--- src/rtl/button_evt_pkg.sv ---
// Shared types and helpers for the push-button event front end.
package button_evt_pkg;

  // Widest channel index an event record can carry.
  localparam int EVT_CH_W = 8;

  // One press/release event as seen by the register logic.
  typedef struct packed {
    logic [EVT_CH_W-1:0] ch;
    logic                press;
  } btn_evt_t;

  // Clock cycles per debounce sample tick.
  function automatic int tick_cycles(input int freq, input int us);
    return (freq / 1_000_000) * us;
  endfunction

endpackage

--- src/rtl/button_db_channel.sv ---
// One button channel: 2-FF synchronizer plus a stable-sample debouncer.
// The counter only moves on sample ticks and restarts on any agreeing sample.
module button_db_channel #(
  parameter int STABLE_SAMPLES = 4
) (
  input  logic clk,
  input  logic rst,
  input  logic btn_i,
  input  logic tick_i,
  output logic state_o,
  output logic evt_o
);

  localparam int CNT_W = $clog2(STABLE_SAMPLES + 1);
  localparam logic [CNT_W-1:0] CNT_LAST = CNT_W'(STABLE_SAMPLES - 1);

  logic             sync1_q, sync2_q;
  logic             state_q, state_d;
  logic [CNT_W-1:0] cnt_q, cnt_d;

  // Bring the raw asynchronous input into the clock domain.
  always_ff @(posedge clk or posedge rst) begin
    if (rst) begin
      sync1_q <= 1'b0;
      sync2_q <= 1'b0;
    end else begin
      sync1_q <= btn_i;
      sync2_q <= sync1_q;
    end
  end

  // On a tick, count differing samples; flip the level after enough in a row.
  always_comb begin
    cnt_d   = cnt_q;
    state_d = state_q;
    evt_o   = 1'b0;
    if (tick_i) begin
      if (sync2_q != state_q) begin
        if (cnt_q == CNT_LAST) begin
          state_d = ~state_q;
          cnt_d   = '0;
          evt_o   = 1'b1;
        end else begin
          cnt_d = cnt_q + CNT_W'(1);
        end
      end else begin
        cnt_d = '0;
      end
    end
  end

  // Debounce state registers.
  always_ff @(posedge clk or posedge rst) begin
    if (rst) begin
      state_q <= 1'b0;
      cnt_q   <= '0;
    end else begin
      state_q <= state_d;
      cnt_q   <= cnt_d;
    end
  end

  assign state_o = state_q;

endmodule

--- src/rtl/button_event_arbiter.sv ---
// Multi-channel button front end: shared sample prescaler, per-channel
// debouncers, per-channel pending slots and a round-robin event serializer.
//
// Event port handshake: evt_valid is raised with evt_ch/evt_press; while
// evt_valid is high and evt_ready low, all three hold steady. An event is
// consumed on a rising clk edge where evt_valid && evt_ready.
module button_event_arbiter
  import button_evt_pkg::*;
#(
  parameter int CLK_FREQUENCY  = 100_000_000,
  parameter int SAMPLE_US      = 1_000,
  parameter int STABLE_SAMPLES = 4,
  parameter int NUM_CH         = 5,
  localparam int CH_W          = $clog2(NUM_CH)
) (
  input  logic              clk,
  input  logic              rst,
  input  logic [NUM_CH-1:0] btn_in,
  output logic [NUM_CH-1:0] btn_state,
  output logic              evt_valid,
  input  logic              evt_ready,
  output logic [CH_W-1:0]   evt_ch,
  output logic              evt_press,
  output logic              evt_ovr,
  input  logic              ovr_clr
);

  localparam int TICK_CYCLES = tick_cycles(CLK_FREQUENCY, SAMPLE_US);
  localparam int TC_W        = (TICK_CYCLES > 1) ? $clog2(TICK_CYCLES) : 1;

  logic [TC_W-1:0]   pre_q, pre_d;
  logic              tick;
  logic [NUM_CH-1:0] ch_evt;
  logic [NUM_CH-1:0] pending_q, pending_d;
  logic [NUM_CH-1:0] dir_q, dir_d;
  logic [NUM_CH-1:0] grant;
  logic              ovr_q, ovr_d, ovr_set;
  logic              evt_valid_q, evt_valid_d;
  logic [CH_W-1:0]   evt_ch_q, evt_ch_d;
  logic              evt_press_q, evt_press_d;
  logic [CH_W-1:0]   last_grant_q, last_grant_d;
  logic              load, found;
  logic [CH_W-1:0]   pick, probe;
  int                idx;

  // Prescaler wraps every TICK_CYCLES clocks; tick marks the last count.
  assign tick = (pre_q == TC_W'(TICK_CYCLES - 1));
  always_comb pre_d = tick ? '0 : pre_q + TC_W'(1);

  for (genvar g = 0; g < NUM_CH; g++) begin : g_ch
    button_db_channel #(
      .STABLE_SAMPLES(STABLE_SAMPLES)
    ) u_ch (
      .clk    (clk),
      .rst    (rst),
      .btn_i  (btn_in[g]),
      .tick_i (tick),
      .state_o(btn_state[g]),
      .evt_o  (ch_evt[g])
    );
  end

  // Round-robin search starting just after the last granted channel.
  always_comb begin
    found = 1'b0;
    pick  = '0;
    idx   = 0;
    probe = '0;
    for (int off = 1; off <= NUM_CH; off++) begin
      idx   = (int'(last_grant_q) + off) % NUM_CH;
      probe = CH_W'(idx);
      if (!found && pending_q[probe]) begin
        found = 1'b1;
        pick  = probe;
      end
    end
  end

  assign load  = !evt_valid_q || evt_ready;
  assign grant = (load && found) ? (NUM_CH'(1) << pick) : '0;

  // Pending slots: grant clears first, a new event re-arms with the new level.
  always_comb begin
    pending_d = pending_q & ~grant;
    dir_d     = dir_q;
    ovr_set   = 1'b0;
    for (int c = 0; c < NUM_CH; c++) begin
      if (ch_evt[c]) begin
        if (pending_d[c]) ovr_set = 1'b1;
        pending_d[c] = 1'b1;
        dir_d[c]     = ~btn_state[c];
      end
    end
  end

  // Output register reloads whenever it is empty or being consumed.
  always_comb begin
    evt_valid_d  = evt_valid_q;
    evt_ch_d     = evt_ch_q;
    evt_press_d  = evt_press_q;
    last_grant_d = last_grant_q;
    if (load) begin
      evt_valid_d = found;
      if (found) begin
        evt_ch_d     = pick;
        evt_press_d  = dir_q[pick];
        last_grant_d = pick;
      end
    end
  end

  // Sticky overrun flag; a fresh overrun beats a simultaneous clear.
  assign ovr_d = ovr_set | (ovr_q & ~ovr_clr);

  // All arbiter state registers.
  always_ff @(posedge clk or posedge rst) begin
    if (rst) begin
      pre_q        <= '0;
      pending_q    <= '0;
      dir_q        <= '0;
      ovr_q        <= 1'b0;
      evt_valid_q  <= 1'b0;
      evt_ch_q     <= '0;
      evt_press_q  <= 1'b0;
      last_grant_q <= CH_W'(NUM_CH - 1);
    end else begin
      pre_q        <= pre_d;
      pending_q    <= pending_d;
      dir_q        <= dir_d;
      ovr_q        <= ovr_d;
      evt_valid_q  <= evt_valid_d;
      evt_ch_q     <= evt_ch_d;
      evt_press_q  <= evt_press_d;
      last_grant_q <= last_grant_d;
    end
  end

  assign evt_valid = evt_valid_q;
  assign evt_ch    = evt_ch_q;
  assign evt_press = evt_press_q;
  assign evt_ovr   = ovr_q;

endmodule
--- config.mk ---
export PLATFORM = sky130hd
export DESIGN_NAME = button_event_arbiter
export DESIGN_NICKNAME = d
export VERILOG_FILES = /design/src/rtl/button_evt_pkg.sv /design/src/rtl/button_db_channel.sv /design/src/rtl/button_event_arbiter.sv
export SDC_FILE = /design/constraint.sdc
export NUM_CORES = 1
export LEC_CHECK = 0
export BUFFER_PORTS_ARGS = -buffer_cell sky130_fd_sc_hd__buf_4
export CORE_ASPECT_RATIO = 0.7
export CORE_MARGIN = 2
export CORE_UTILIZATION = 50
export CTS_BUF_LIST = sky130_fd_sc_hd__clkbuf_8
export CTS_CLUSTER_DIAMETER = 200
export DETAILED_ROUTE_END_ITERATION = 10
export GPL_ROUTABILITY_DRIVEN = 0
export PLACE_DENSITY = 0.67
export RECOVER_POWER = 25
export SETUP_SLACK_MARGIN = 0.5
export SLEW_MARGIN = 20
export SYNTH_ARGS = -nofsm -noshare
export SYNTH_HDL_FRONTEND = slang
export SYNTH_SLANG_ARGS = --single-unit
export TNS_END_PERCENT = 10
--- constraint.sdc ---
create_clock -name clk -period 5.65 [get_ports clk]
set_input_delay 0.2825 -clock clk [delete_from_list [all_inputs] [get_ports clk]]
set_output_delay 0.2825 -clock clk [all_outputs]
set_load 0.02 [all_outputs]
==> out/qor.yml <==
outcome: "finished, violations left"
failed_checks: "capacitance limit, slew limit"
syn_area_per_cell_um2: 9.421
dp_cells: 655
die_w_um: 123.6
cts.sink_count: 63
clk_latency_ns: 0.35
yosysSeqAreaShare: 0.3154
syn-num-nets: 573
hold_viol: 0
wl_per_cell_um: 17.79
grt_pass1_wl_um: 19460
start_util: 0.5145
grt_pass1_vias: 3768
crit_chain: "clkinvlp_4, ha_1, ha_1, nor3b_1, o22ai_2, xnor2_2, ha_1, or2b_2, a31oi_2, mux2i_2, mux2i_2, a32oi_1, a31oi_2, nand3_1, a32o_1, a311oi_1, o21ai_1"
synth-simple-area-share: 0.2184
p_leak_nw: 2.482
syn_inst: 531
fin_tns_setup_ns: 0
synth_top_family_by_area: "simple AND/OR/NAND/NOR gates"
drive_above_1_share: 0.2133
fmax_mhz: 201.4
path_common_cell: "ha_1"
cpMaxStageDelayCell: "dfrtp_2"
synthMuxAreaShare: 0.04902
crit_fanout: 9
core_mm2: 0.009722
worstSetupStartpointType: "register"
power.density_mw_per_mm2: 169.0
fin_area_mm2: 0.005605
rsz0062_at_grt: "no"
post-route-drc-count: 0
port_buffers: 19
crit_path_max_incr_delay_ns: 0.50
grt.total_usage: 0.2336
place_area_mm2: 0.005134
cp.arrival_ns: 5.19
areaGrowthSynthToFinish_pct: 12.06
yosysWarnings: 0
clock_skew_ns: 0.01195
synth_edf_count: 0
ys_types: 98
clockBufferDepth: 2
finalNetCount: 595
grt_antenna_before_repair: 0
async_reset_ff_frac: 1.000
grt_max_degree: 64
period_share: 0.8789
layout.cells.most_common_list: "dfrtp_1 (60), nand2_1 (52), buf_4 (33)"
setup_viol: 0
synth-xor-area-share: 0.05378
synthAdderAreaFrac: 0.08604
drv_cap: 1
clockRootBuffer: "clkbuf_8"
critical_path.top_delay_family: "compound AO/OA/AOI/OAI gates"
cts_tree: "built"
num_antenna_cells: 0
cts_hold_buffers: 0
tightest_slew_ns: 3.399
worstSetupEndpointType: "register"
fin_crit_ns: 4.966
ant_nets: 0
hold_path_class: "in -> reg"
layout_commonest_cell: "dfrtp_1"
post-dp-hpwl_um: 8639
num_rows: 30
dieArea_mm2: 0.01083
fillers: 869
first_iter_violations: 394
worstSetupPathType: "reg -> reg"
ys.flop_type: "dfrtp_1"
required_ns: 5.88
crit_buf_inv: 1
ys_ff_latch: 63
firstDrtPassIters: 6
ctsHtreeMaxLevel: 3
routed_wl_um: 12210
cts_buffers: 9
vias_per_cell: 6.044
drv_slew: 64
clk_pin_slew_ns: 0.07
ir_drop_v: 0.0001223
synth-compound-area-share: 0.2169
whs_ns: 0.05999
via_count: 4146
syn_area_mm2: 0.005002
max_slew_margin: -1.266
overflow: 0
fin_cells: 686
fp.dieH_um: 87.69
io_pins: 20
-- path summary, 6_finish.rpt --
kind                       slack, ns                        endpoint  depth (start not counted)                           start
setup / recovery                0.68               evt_ovr$_DFF_PP0_                         17           evt_ch[1]$_DFFE_PP0P_
hold / removal                  0.06  g_ch[2].u_ch.sync1_q$_DFF_PP0_                          1                       btn_in[2]
setup reg to reg                0.68               evt_ovr$_DFF_PP0_                         17           evt_ch[1]$_DFFE_PP0P_
hold reg to reg                 0.35  g_ch[1].u_ch.sync2_q$_DFF_PP0_                          0  g_ch[1].u_ch.sync1_q$_DFF_PP0_
max in group asynchronous       2.23           evt_ch[1]$_DFFE_PP0P_                          3                             rst
min in group asynchronous       1.25          pending_q[0]$_DFF_PP0_                          3                             rst
-- timing repair --
action | CTS | global route
gates resized for setup | 6 | 15
pin swaps | 1 | 8
endpoints found under the setup margin | 4 | 8
buffers inserted | 0 | 15
cloned | 0 | 0
-- worst register-to-register path, cell delays in order, from the launching register on --
cell        delay, ns
dfrtp_2          0.50
clkinvlp_4       0.20
ha_1             0.33
ha_1             0.27
nor3b_1          0.27
o22ai_2          0.17
xnor2_2          0.25
ha_1             0.23
or2b_2           0.34
a31oi_2          0.26
mux2i_2          0.35
mux2i_2          0.34
a32oi_1          0.21
a31oi_2          0.30
nand3_1          0.19
a32o_1           0.31
a311oi_1         0.22
o21ai_1          0.09
-- power by group --
part           switching, mW  internal [mW]  total, mW
Sequential           0.00161          0.455      0.456
Combinational         0.0120        0.00515     0.0172
Clock                  0.174          0.300      0.474
-- flip-flops by register name, summed over array words and instances (netlist names), 3 cells and up --
name	cells
evt_ch	3
pending_q	5
g_ch.u_ch.sync2_q	5
g_ch.u_ch.cnt_q	15
dir_q	5
pre_q	17
g_ch.u_ch.state_o	4
g_ch.u_ch.sync1_q	5
-- routing by layer --
metal / part of all wire / global-route usage
met1: 0.51 / 0.3616
met2: 0.39 / 0.3092
met3: 0.085 / 0.08268
met4: 0.013 / 0.04649
met5: 0 / 0
-- final cells by class --
type / instances / area, µm² / share of cell area
clock buffers: 10 / 137.6 / 0.02455
flip-flops and latches: 63 / 1584 / 0.2826
multi-input cells: 417 / 3223 / 0.5750
repair buffers: 41 / 316.6 / 0.05647
well taps: 128 / 160.2 / 0.02857
clock inverters: 6 / 101.3 / 0.01808
inverters: 21 / 82.58 / 0.01473
-- kinds of logic after synthesis --
group,Yosys count
AO/OA/AOI/OAI,139
flip-flops,63
buffers and inverters,51
adder cells (fa/ha/maj),34
multiplexers,20
AND/OR/NAND/NOR,195
XOR/XNOR,29
-- cell usage after synthesis, types with 3 or more instances --
master / n / area share
or2_2: 5 / 0.0063
a221oi_1: 3 / 0.0053
nand2b_1: 11 / 0.014
nor2b_1: 9 / 0.011
xnor2_1: 13 / 0.023
nand3_1: 25 / 0.025
nor4b_1: 4 / 0.0070
inv_1: 18 / 0.014
a21oi_1: 17 / 0.017
nand2_1: 52 / 0.039
and3_1: 4 / 0.0050
o21a_1: 4 / 0.0060
buf_2: 4 / 0.0040
buf_4: 7 / 0.011
a211oi_2: 3 / 0.0075
and4_1: 3 / 0.0053
o2bb2ai_1: 3 / 0.0053
a32oi_1: 4 / 0.0070
clkbuf_8: 5 / 0.014
nor2_1: 24 / 0.018
a21bo_2: 3 / 0.0060
o211ai_1: 6 / 0.0090
ha_1: 32 / 0.080
and2_1: 10 / 0.013
xor2_1: 14 / 0.025
a21boi_0: 9 / 0.014
buf_6: 4 / 0.0090
nor3_1: 7 / 0.0070
nor3b_1: 7 / 0.011
o22ai_1: 3 / 0.0038
dfrtp_1: 62 / 0.31
nand4_1: 8 / 0.010
o21ai_0: 22 / 0.022
o21bai_1: 3 / 0.0045
o21ai_1: 3 / 0.0030
o31ai_1: 6 / 0.0090
a31oi_1: 5 / 0.0063
mux2i_1: 13 / 0.026
a21o_1: 4 / 0.0060
mux2_2: 3 / 0.0068
clkbuf_1: 9 / 0.0068
-- through the flow --
step	total power [mW]	utilization	setup slack [ns]
2_1_floorplan	0.4745	-	0.6076
3_5_place_dp	0.4833	0.5281	0.3839
6_report	0.9475	0.5766	0.6844
5_1_grt	0.9817	0.5766	0.3776
4_1_cts	0.9561	0.5553	0.5176
3_3_place_gp	0.4827	0.5281	0.5241
No activity file was read; power rests on OpenSTA's default activity.
